`src/rtl/ahb_pkg.sv`:
```
// Shared AHB-Lite constants and the status word layout for the M0 bus slaves.
package ahb_pkg;

    localparam logic [1:0] HTRANS_NO_TRANSFER = 2'b00;

    localparam logic ADDR_DATA   = 1'b0;
    localparam logic ADDR_STATUS = 1'b1;

    localparam int unsigned STAT_EMPTY     = 0;
    localparam int unsigned STAT_FULL      = 1;
    localparam int unsigned STAT_COUNT_LSB = 8;

    // Status word: {16'h0, count[7:0], 6'h0, full, empty}
    function automatic logic [31:0] pack_status(input logic [7:0] count,
                                                 input logic       full,
                                                 input logic       empty);
        logic [31:0] w;
        w                       = '0;
        w[STAT_EMPTY]           = empty;
        w[STAT_FULL]            = full;
        w[STAT_COUNT_LSB +: 8]  = count;
        return w;
    endfunction

endpackage

```
`src/rtl/sync_fifo.sv`:
```
// Single-clock FIFO; head word presented on rdata (zero when empty), no fall-through.
module sync_fifo #(
    parameter int unsigned WIDTH = 32,
    parameter int unsigned DEPTH = 4
) (
    input  logic                       clk,
    input  logic                       rst_n,
    input  logic                       push,
    input  logic                       pop,
    input  logic [WIDTH-1:0]           wdata,
    output logic [WIDTH-1:0]           rdata,
    output logic                       full,
    output logic                       empty,
    output logic [$clog2(DEPTH):0]     count
);

    localparam int unsigned AW = $clog2(DEPTH);
    localparam int unsigned CW = AW + 1;

    logic [WIDTH-1:0] mem_q [DEPTH];
    logic [AW-1:0]    wr_ptr_q, wr_ptr_d;
    logic [AW-1:0]    rd_ptr_q, rd_ptr_d;
    logic [CW-1:0]    count_q, count_d;
    logic             push_ok, pop_ok;

    assign full    = (count_q == CW'(DEPTH));
    assign empty   = (count_q == '0);
    assign count   = count_q;
    assign rdata   = empty ? '0 : mem_q[rd_ptr_q];

    // A slot freed by a same-cycle pop may be refilled immediately.
    assign pop_ok  = pop && !empty;
    assign push_ok = push && (!full || pop_ok);

    always_comb begin
        wr_ptr_d = wr_ptr_q;
        rd_ptr_d = rd_ptr_q;
        count_d  = count_q;
        if (push_ok) wr_ptr_d = wr_ptr_q + AW'(1);
        if (pop_ok)  rd_ptr_d = rd_ptr_q + AW'(1);
        case ({push_ok, pop_ok})
            2'b10:   count_d = count_q + CW'(1);
            2'b01:   count_d = count_q - CW'(1);
            default: count_d = count_q;
        endcase
    end

    always_ff @(posedge clk or negedge rst_n) begin
        if (!rst_n) begin
            wr_ptr_q <= '0;
            rd_ptr_q <= '0;
            count_q  <= '0;
        end else begin
            wr_ptr_q <= wr_ptr_d;
            rd_ptr_q <= rd_ptr_d;
            count_q  <= count_d;
        end
    end

    // Storage is deliberately not reset; reads are masked while empty.
    always_ff @(posedge clk) begin
        if (push_ok) mem_q[wr_ptr_q] <= wdata;
    end

endmodule

```
`src/rtl/ahb_output_port.sv`:
```
// AHB-Lite slave pushing written words into a FIFO drained by a valid/ready consumer.
module ahb_output_port
    import ahb_pkg::*;
#(
    parameter int unsigned DEPTH = 4
) (
    input  logic        HCLK,
    input  logic        HRESETn,
    input  logic [31:0] HADDR,
    input  logic [31:0] HWDATA,
    input  logic [2:0]  HSIZE,
    input  logic [1:0]  HTRANS,
    input  logic        HWRITE,
    input  logic        HREADY,
    input  logic        HSEL,
    output logic [31:0] HRDATA,
    output logic        HREADYOUT,
    output logic [31:0] oData,
    output logic        oValid,
    input  logic        oReady
);

    localparam int unsigned CW = $clog2(DEPTH) + 1;

    logic          write_en_q, write_en_d;
    logic          rd_en_q, rd_en_d;
    logic          sel_q, sel_d;
    logic          push, pop, data_wr;
    logic          fifo_full, fifo_empty;
    logic [CW-1:0] fifo_count;
    logic          unused_c;

    assign unused_c = ^{HSIZE, HADDR[31:3], HADDR[1:0]};

    // Address-phase capture; held across wait states.
    always_comb begin
        write_en_d = write_en_q;
        rd_en_d    = rd_en_q;
        sel_d      = sel_q;
        if (HREADY) begin
            if (HSEL && (HTRANS != HTRANS_NO_TRANSFER)) begin
                write_en_d = HWRITE;
                rd_en_d    = !HWRITE;
                sel_d      = HADDR[2];
            end else begin
                write_en_d = 1'b0;
                rd_en_d    = 1'b0;
            end
        end
    end

    always_ff @(posedge HCLK or negedge HRESETn) begin
        if (!HRESETn) begin
            write_en_q <= 1'b0;
            rd_en_q    <= 1'b0;
            sel_q      <= 1'b0;
        end else begin
            write_en_q <= write_en_d;
            rd_en_q    <= rd_en_d;
            sel_q      <= sel_d;
        end
    end

    assign pop       = oValid && oReady;
    assign data_wr   = write_en_q && (sel_q == ADDR_DATA);
    assign push      = data_wr && (!fifo_full || pop);
    assign HREADYOUT = !(data_wr && fifo_full && !pop);
    assign oValid    = !fifo_empty;

    // Status reflects the count before any same-cycle push/pop.
    assign HRDATA = (rd_en_q && (sel_q == ADDR_STATUS))
                  ? pack_status(8'(fifo_count), fifo_full, fifo_empty)
                  : 32'h0;

    sync_fifo #(
        .WIDTH (32),
        .DEPTH (DEPTH)
    ) u_fifo (
        .clk   (HCLK),
        .rst_n (HRESETn),
        .push  (push),
        .pop   (pop),
        .wdata (HWDATA),
        .rdata (oData),
        .full  (fifo_full),
        .empty (fifo_empty),
        .count (fifo_count)
    );

endmodule

```
`config.mk`:
```
export PLATFORM = sky130hd
export DESIGN_NAME = ahb_output_port
export DESIGN_NICKNAME = d
export VERILOG_FILES = /design/src/rtl/ahb_pkg.sv /design/src/rtl/sync_fifo.sv /design/src/rtl/ahb_output_port.sv
export SDC_FILE = /design/constraint.sdc
export NUM_CORES = 1
export LEC_CHECK = 0
export BUFFER_PORTS_ARGS = -buffer_cell sky130_fd_sc_hd__buf_4
export CAP_MARGIN = 30
export CORE_MARGIN = 5
export CORE_UTILIZATION = 57
export DETAILED_ROUTE_END_ITERATION = 16
export PLACE_DENSITY = 0.94
export SLEW_MARGIN = 10
export SYNTH_ARGS = -nofsm -noshare
export SYNTH_HDL_FRONTEND = slang
export SYNTH_SLANG_ARGS = --single-unit
```
`constraint.sdc`:
```
create_clock -name HCLK -period 4.2 [get_ports HCLK]
set_clock_uncertainty 0.05 [all_clocks]
set_input_delay 0.42 -clock HCLK [delete_from_list [all_inputs] [get_ports HCLK]]
set_output_delay 0.42 -clock HCLK [all_outputs]
set_load 0.01 [all_outputs]
```
# After elaboration in Yosys (flattened, before gate mapping)
# Memory sizes are Yosys's and may differ from the RTL's.
# Index checks and enable logic that the tools add are counted.
[word_totals]
input_bits = 75
mem_count = 1
regBits = 10
output_inout_bits = 66
wordCells = 42
ram_bits = 128
[memory_table]
columns = ["memory", "depth", "width", "rd", "rd_ports_with_merged_regs", "write_ports", "line", "text"]
rows = [
  ["u_fifo.mem_q", 4, 32, 1, 0, 1, "sync_fifo.sv:20", "logic [WIDTH-1:0] mem_q [DEPTH];"],
]
[classes]
bitwise_logic = 1
n_eq_ne = 3
n_addsub = 4
n_mux = 7
reduce_logical = 20
[ops]
columns = ["op", "count"]
rows = [
  ["two-way mux 32 bit", 1],
  ["two-way mux 11 bit", 1],
  ["logical AND 1 bit", 9],
  ["one-hot mux 3 bit (2 select lines)", 1],
  ["zero test 1 bit", 5],
  ["adder 2 x 1 -> 2 bit, second input constant", 2],
  ["two-way mux 1 bit", 4],
  ["nonzero test 2 bit", 2],
  ["adder 3 x 1 -> 3 bit, second input constant", 1],
  ["== test 3 bit, second input constant", 1],
  ["zero test 3 bit", 1],
  ["subtractor 3 x 1 -> 3 bit, second input constant", 1],
  ["== test 2 x 1 -> 1 bit, second input constant", 1],
  ["== test 2 bit, second input constant", 1],
  ["logical OR 1 bit", 2],
  ["AND reduction 2 bit", 1],
  ["NOT 1 bit", 1],
]

# Logic depth before layout (Yosys ltp)
[depth]
ltp_word = 8
mapped_depth = 9
depth_no_buf = 9

# Cells and area by module
# A second synthesis with hierarchy kept.
[unflattened]
hier_cells = 309
hier_area_um2 = 5756.8
[modules_own_cells]
columns = ["mod", "cells_per_inst", "n_inst", "seq_area_each_um2", "area_each_um2"]
rows = [
  ["sync_fifo", 258, 1, 4018.9, 5353.9],
  ["ahb_output_port", 51, 1, 75.1, 402.9],
]

# Least setup slack after synthesis
# OpenSTA, ideal clock, no wires.
[synth_path]
path_type = "reg-to-reg"
start = "register u_fifo.count_q[2] (netlist: u_fifo.count[2])"
end = "memory u_fifo.mem_q[0][0], enable pin"
setup_slack_ns = 2.091
stages_incl_launch_ff = 4
arrival_ns = 1.667
synth_period_minus_slack_ns = 2.109
cell_sequence = "dfrtp_1 -> nor4b_1 -> nor3_2 -> and2_1"
[synth_between]
elab_chain_len = 8
word_cells_on_any_way = 12
[synth_rtl]
columns = ["element", "line", "text"]
rows = [
  ["start: declaration", "sync_fifo.sv:23", "logic [CW-1:0] count_q, count_d;"],
  ["start signal: assignment", "sync_fifo.sv:56", "count_q <= count_d;"],
  ["zero test 3 bit", "sync_fifo.sv:27", "assign empty = (count_q == '0);"],
  ["zero test 1 bit", "sync_fifo.sv:32, ahb_output_port.sv:68", ""],
  ["logical AND 1 bit", "ahb_output_port.sv:64", "assign pop = oValid && oReady;"],
  ["logical OR 1 bit or logical AND 1 bit (tied branches)", "ahb_output_port.sv:66, sync_fifo.sv:32", ""],
  ["logical AND 1 bit or logical OR 1 bit (tied branches)", "ahb_output_port.sv:66, sync_fifo.sv:33", ""],
  ["logical AND 1 bit *", "sync_fifo.sv:33", "assign push_ok = push && (!full || pop_ok);"],
  ["two-way mux 1 bit *", "sync_fifo.sv:62", "if (push_ok) mem_q[wr_ptr_q] <= wdata;"],
  ["two-way mux 1 bit (not written as such) *", "sync_fifo.sv:62", ""],
  ["end: declaration", "sync_fifo.sv:20", ""],
]
# Mark *: on every way between the ends. The rest lies on a longest branch, timed or not.

# Final worst setup path
[layout_path]
start = "register u_fifo.rd_ptr_q[0]"
end = "output port oData[31]"
[layout_between]
elab_chain_len = 2
[layout_rtl]
columns = ["element", "line", "text"]
rows = [
  ["start: declaration", "sync_fifo.sv:22", "logic [AW-1:0] rd_ptr_q, rd_ptr_d;"],
  ["start signal: assignment", "sync_fifo.sv:55", "rd_ptr_q <= rd_ptr_d;"],
  ["memory read (4 x 32 bit)", "n/a", ""],
  ["two-way mux 32 bit", "sync_fifo.sv:29", "assign rdata = empty ? '0 : mem_q[rd_ptr_q];"],
  ["end: declaration", "ahb_output_port.sv:18", "output logic [31:0] oData,"],
]
# No other way between the ends.

==> flow_metrics.tcl <==
set metrics [dict create \
    wl_met2_um 5258 \
    relSlewSlack 0.4062 \
    crit_type "flop to output port" \
    grt_use_total 0.1819 \
    cts_num_sinks 138 \
    path_clk_slew_ps 60 \
    period_share 0.6855 \
    die_width_um 109.8 \
    regArea_um2 4096 \
    final_cell_mix "128 x edfxtp_1, 79 x buf_4, 33 x and2_1" \
    synth.yosys.seq_area_share 0.7217 \
    drive_gt1_frac 0.3769 \
    initial_utilization 0.5831 \
    r2r_cells 9 \
    vias 2746 \
    multi_input_area_um2 1343 \
    crit_fanout 18 \
    grt_overflow 0 \
    cts-root-buf "clkbuf_8" \
    wl_met1_um 3943 \
    post_drt_wl_per_cell_um 18.95 \
    drv_slew 0 \
    io_buffers 79 \
    nets 458 \
    reg2reg_slack_ps 1560 \
    via_per_inst 5.250 \
    hpwl_um 6149 \
    firstDrtPassIters 4 \
    synth_area_um2 5673 \
    hold_path.class "input port to flop" \
    dieArea_um2 12050 \
    crit_chain "buf_12, mux4_1, and2_1, buf_4" \
    yosysWarnings 0 \
    final_common_cell "edfxtp_1" \
    wl_met3_um 565 \
    tritoncts "done" \
    drt-initial-drc-count 123 \
    rows 36 \
    syn_inst 289 \
    crit_start "u_fifo.rd_ptr_q[0]" \
    area_delta_synth_final_pct 20.53 \
    grt_max_degree 34 \
    drtAntennaViolNets 0 \
    worst_slew_pin_slew_ps 890.7 \
    outcome "finished, final reports clean" \
    wirelength_um 9911 \
    whs_ps 49.10 \
    hold_viol_final 0 \
    grt_pass1_vias 2988 \
    synth_edf_count 128 \
    async_flop_share 0.07246 \
    leakagePower_nw 2.498 \
    antenna_found_initial 0 \
    required_ps 3730 \
    vdd_drop_max_uv 381.1 \
    drv_cap 0 \
    coreArea_um2 9729 \
    fin_setup_tns_ps 0 \
    h-tree-depth 4 \
    ios 141 \
    clock_path_buffers 2 \
    top_layer "met4" \
    max_stage_delay_ps 760 \
    fill_cells 624 \
    arrival_ps 2410 \
    drc 0 \
    synth_cell_type_count 29 \
    min_period_ps 2879 \
    synth_seq_cells 138 \
    rsz0062_at_grt "no" \
    timing.rr.start "u_fifo.count[0]" \
    avgSynthCellArea_um2 19.63 \
    synth-main-ff-cell "edfxtp_1" \
    post_cts_resized 0 \
    cp-start-kind "flop" \
    numCtsBuffers 17 \
    place_congestion 0.7208 \
    antennaDiodeCount 0 \
    insertion_delay_ps 510 \
    crit_path_end_kind "output port" \
    max_freq_mhz 347.4 \
    grt_pass1_wl_um 15680 \
    finalSetupViolations 0 \
    slowest_stage "dfrtp_2" \
    r2r-end "u_fifo.count[2]" \
    worstSetupEndpoint "oData[31]" \
    die_h_um 109.8 \
    p_per_area_nw_per_um2 645.8 \
    postCtsSetupBuffers 0 \
]
critical path: cells and delay by family (launching register included):
| family | cells | cell delay [ps] |
|---|---|---|
| AND/OR/NAND/NOR | 1 | 170 |
| flip-flops | 1 | 760 |
| multiplexers | 1 | 560 |
| buffers and inverters | 2 | 410 |
kinds of logic (layout without fill, tap and decap cells):
family	count (synthesis)	after routing	synth area share
AO/OA/AOI/OAI	3	3	0.003309
XOR/XNOR	6	6	0.009265
adder cells (fa/ha/maj)	6	6	0.01456
buffers and inverters	47	122	0.05977
flip-flops	138	138	0.7217
multiplexers	35	35	0.1354
other	1	27	0.0006610
AND/OR/NAND/NOR	53	53	0.05536
worst min path at each step:
stage	start	endpoint	slack, ps	cells after the start
finish	HWRITE	rd_en_q	50	2
global route	HWDATA[21]	u_fifo.mem_q[1][21]	30	1
CTS	HWRITE	rd_en_q	20	2
detailed placement	HRESETn	sel_q	210	1
global placement	HRESETn	sel_q	200	1
floorplan	HRESETn	rd_en_q	70	0
cell usage after synthesis (3+ instances only):
master | instances | area share
and2_1 | 37 | 0.041
buf_12 | 3 | 0.011
buf_2 | 4 | 0.0035
buf_4 | 27 | 0.036
clkbuf_1 | 4 | 0.0026
dfrtp_1 | 10 | 0.044
edfxtp_1 | 128 | 0.68
ha_1 | 5 | 0.011
inv_1 | 8 | 0.0053
mux4_1 | 4 | 0.019
mux4_2 | 28 | 0.11
nand2_1 | 3 | 0.0020
nor2_1 | 6 | 0.0040
xnor2_1 | 3 | 0.0046
xor2_1 | 3 | 0.0046
stage by stage:
stage / area (um^2) / setup slack (ps) / power (mW) / cells / util
3_5_place_dp: 6260 / 1524 / 3.074 / 490 / 0.6434
3_3_place_gp: 6228 / 1420 / 3.006 / 488 / 0.6402
6_report: 6838 / 1321 / 4.416 / 523 / 0.7028
5_1_grt: 6838 / 1142 / 4.645 / 523 / 0.7028
4_1_cts: 6838 / 1232 / 4.473 / 523 / 0.7028
2_1_floorplan: 5771 / 2091 / 2.609 / 315 / -
state kept, by name, indices dropped and copies added, names as in the netlist:
signal and cells:
write_en_q 1, u_fifo.rd_ptr_q 2, u_fifo.wr_ptr_q 2, u_fifo.mem_q 128
sel_q 1, rd_en_q 1, u_fifo.count 3
area by class of cell:
cell class	count	share of cell area
Timing Repair Buffer	82	0.09277
Inverter	8	0.004392
Clock buffer	26	0.07429
Multi-Input combinational cell	130	0.1963
Tap cell	133	0.02434
Clock inverter	6	0.008783
Sequential cell	138	0.5991
power breakdown:
group / switching [mW] / internal, mW
Combinational: 0.515 / 0.739
Sequential: 0.162 / 1.61
Clock: 0.516 / 0.877
Total: 1.19 / 3.22
metal layers:
layer,up-vias,GRT usage
met5,-,0
met2,96,0.3060
met3,14,0.04756
met1,1401,0.2273
li1,1235,-
met4,0,0.07124
what timing repair did:
action / CTS / global route
setup endpoints to repair: 0 / 0
hold buffers: 1 / 0
hold endpoints to repair: 10 / 0
No activity file was read; power rests on OpenSTA's default activity.
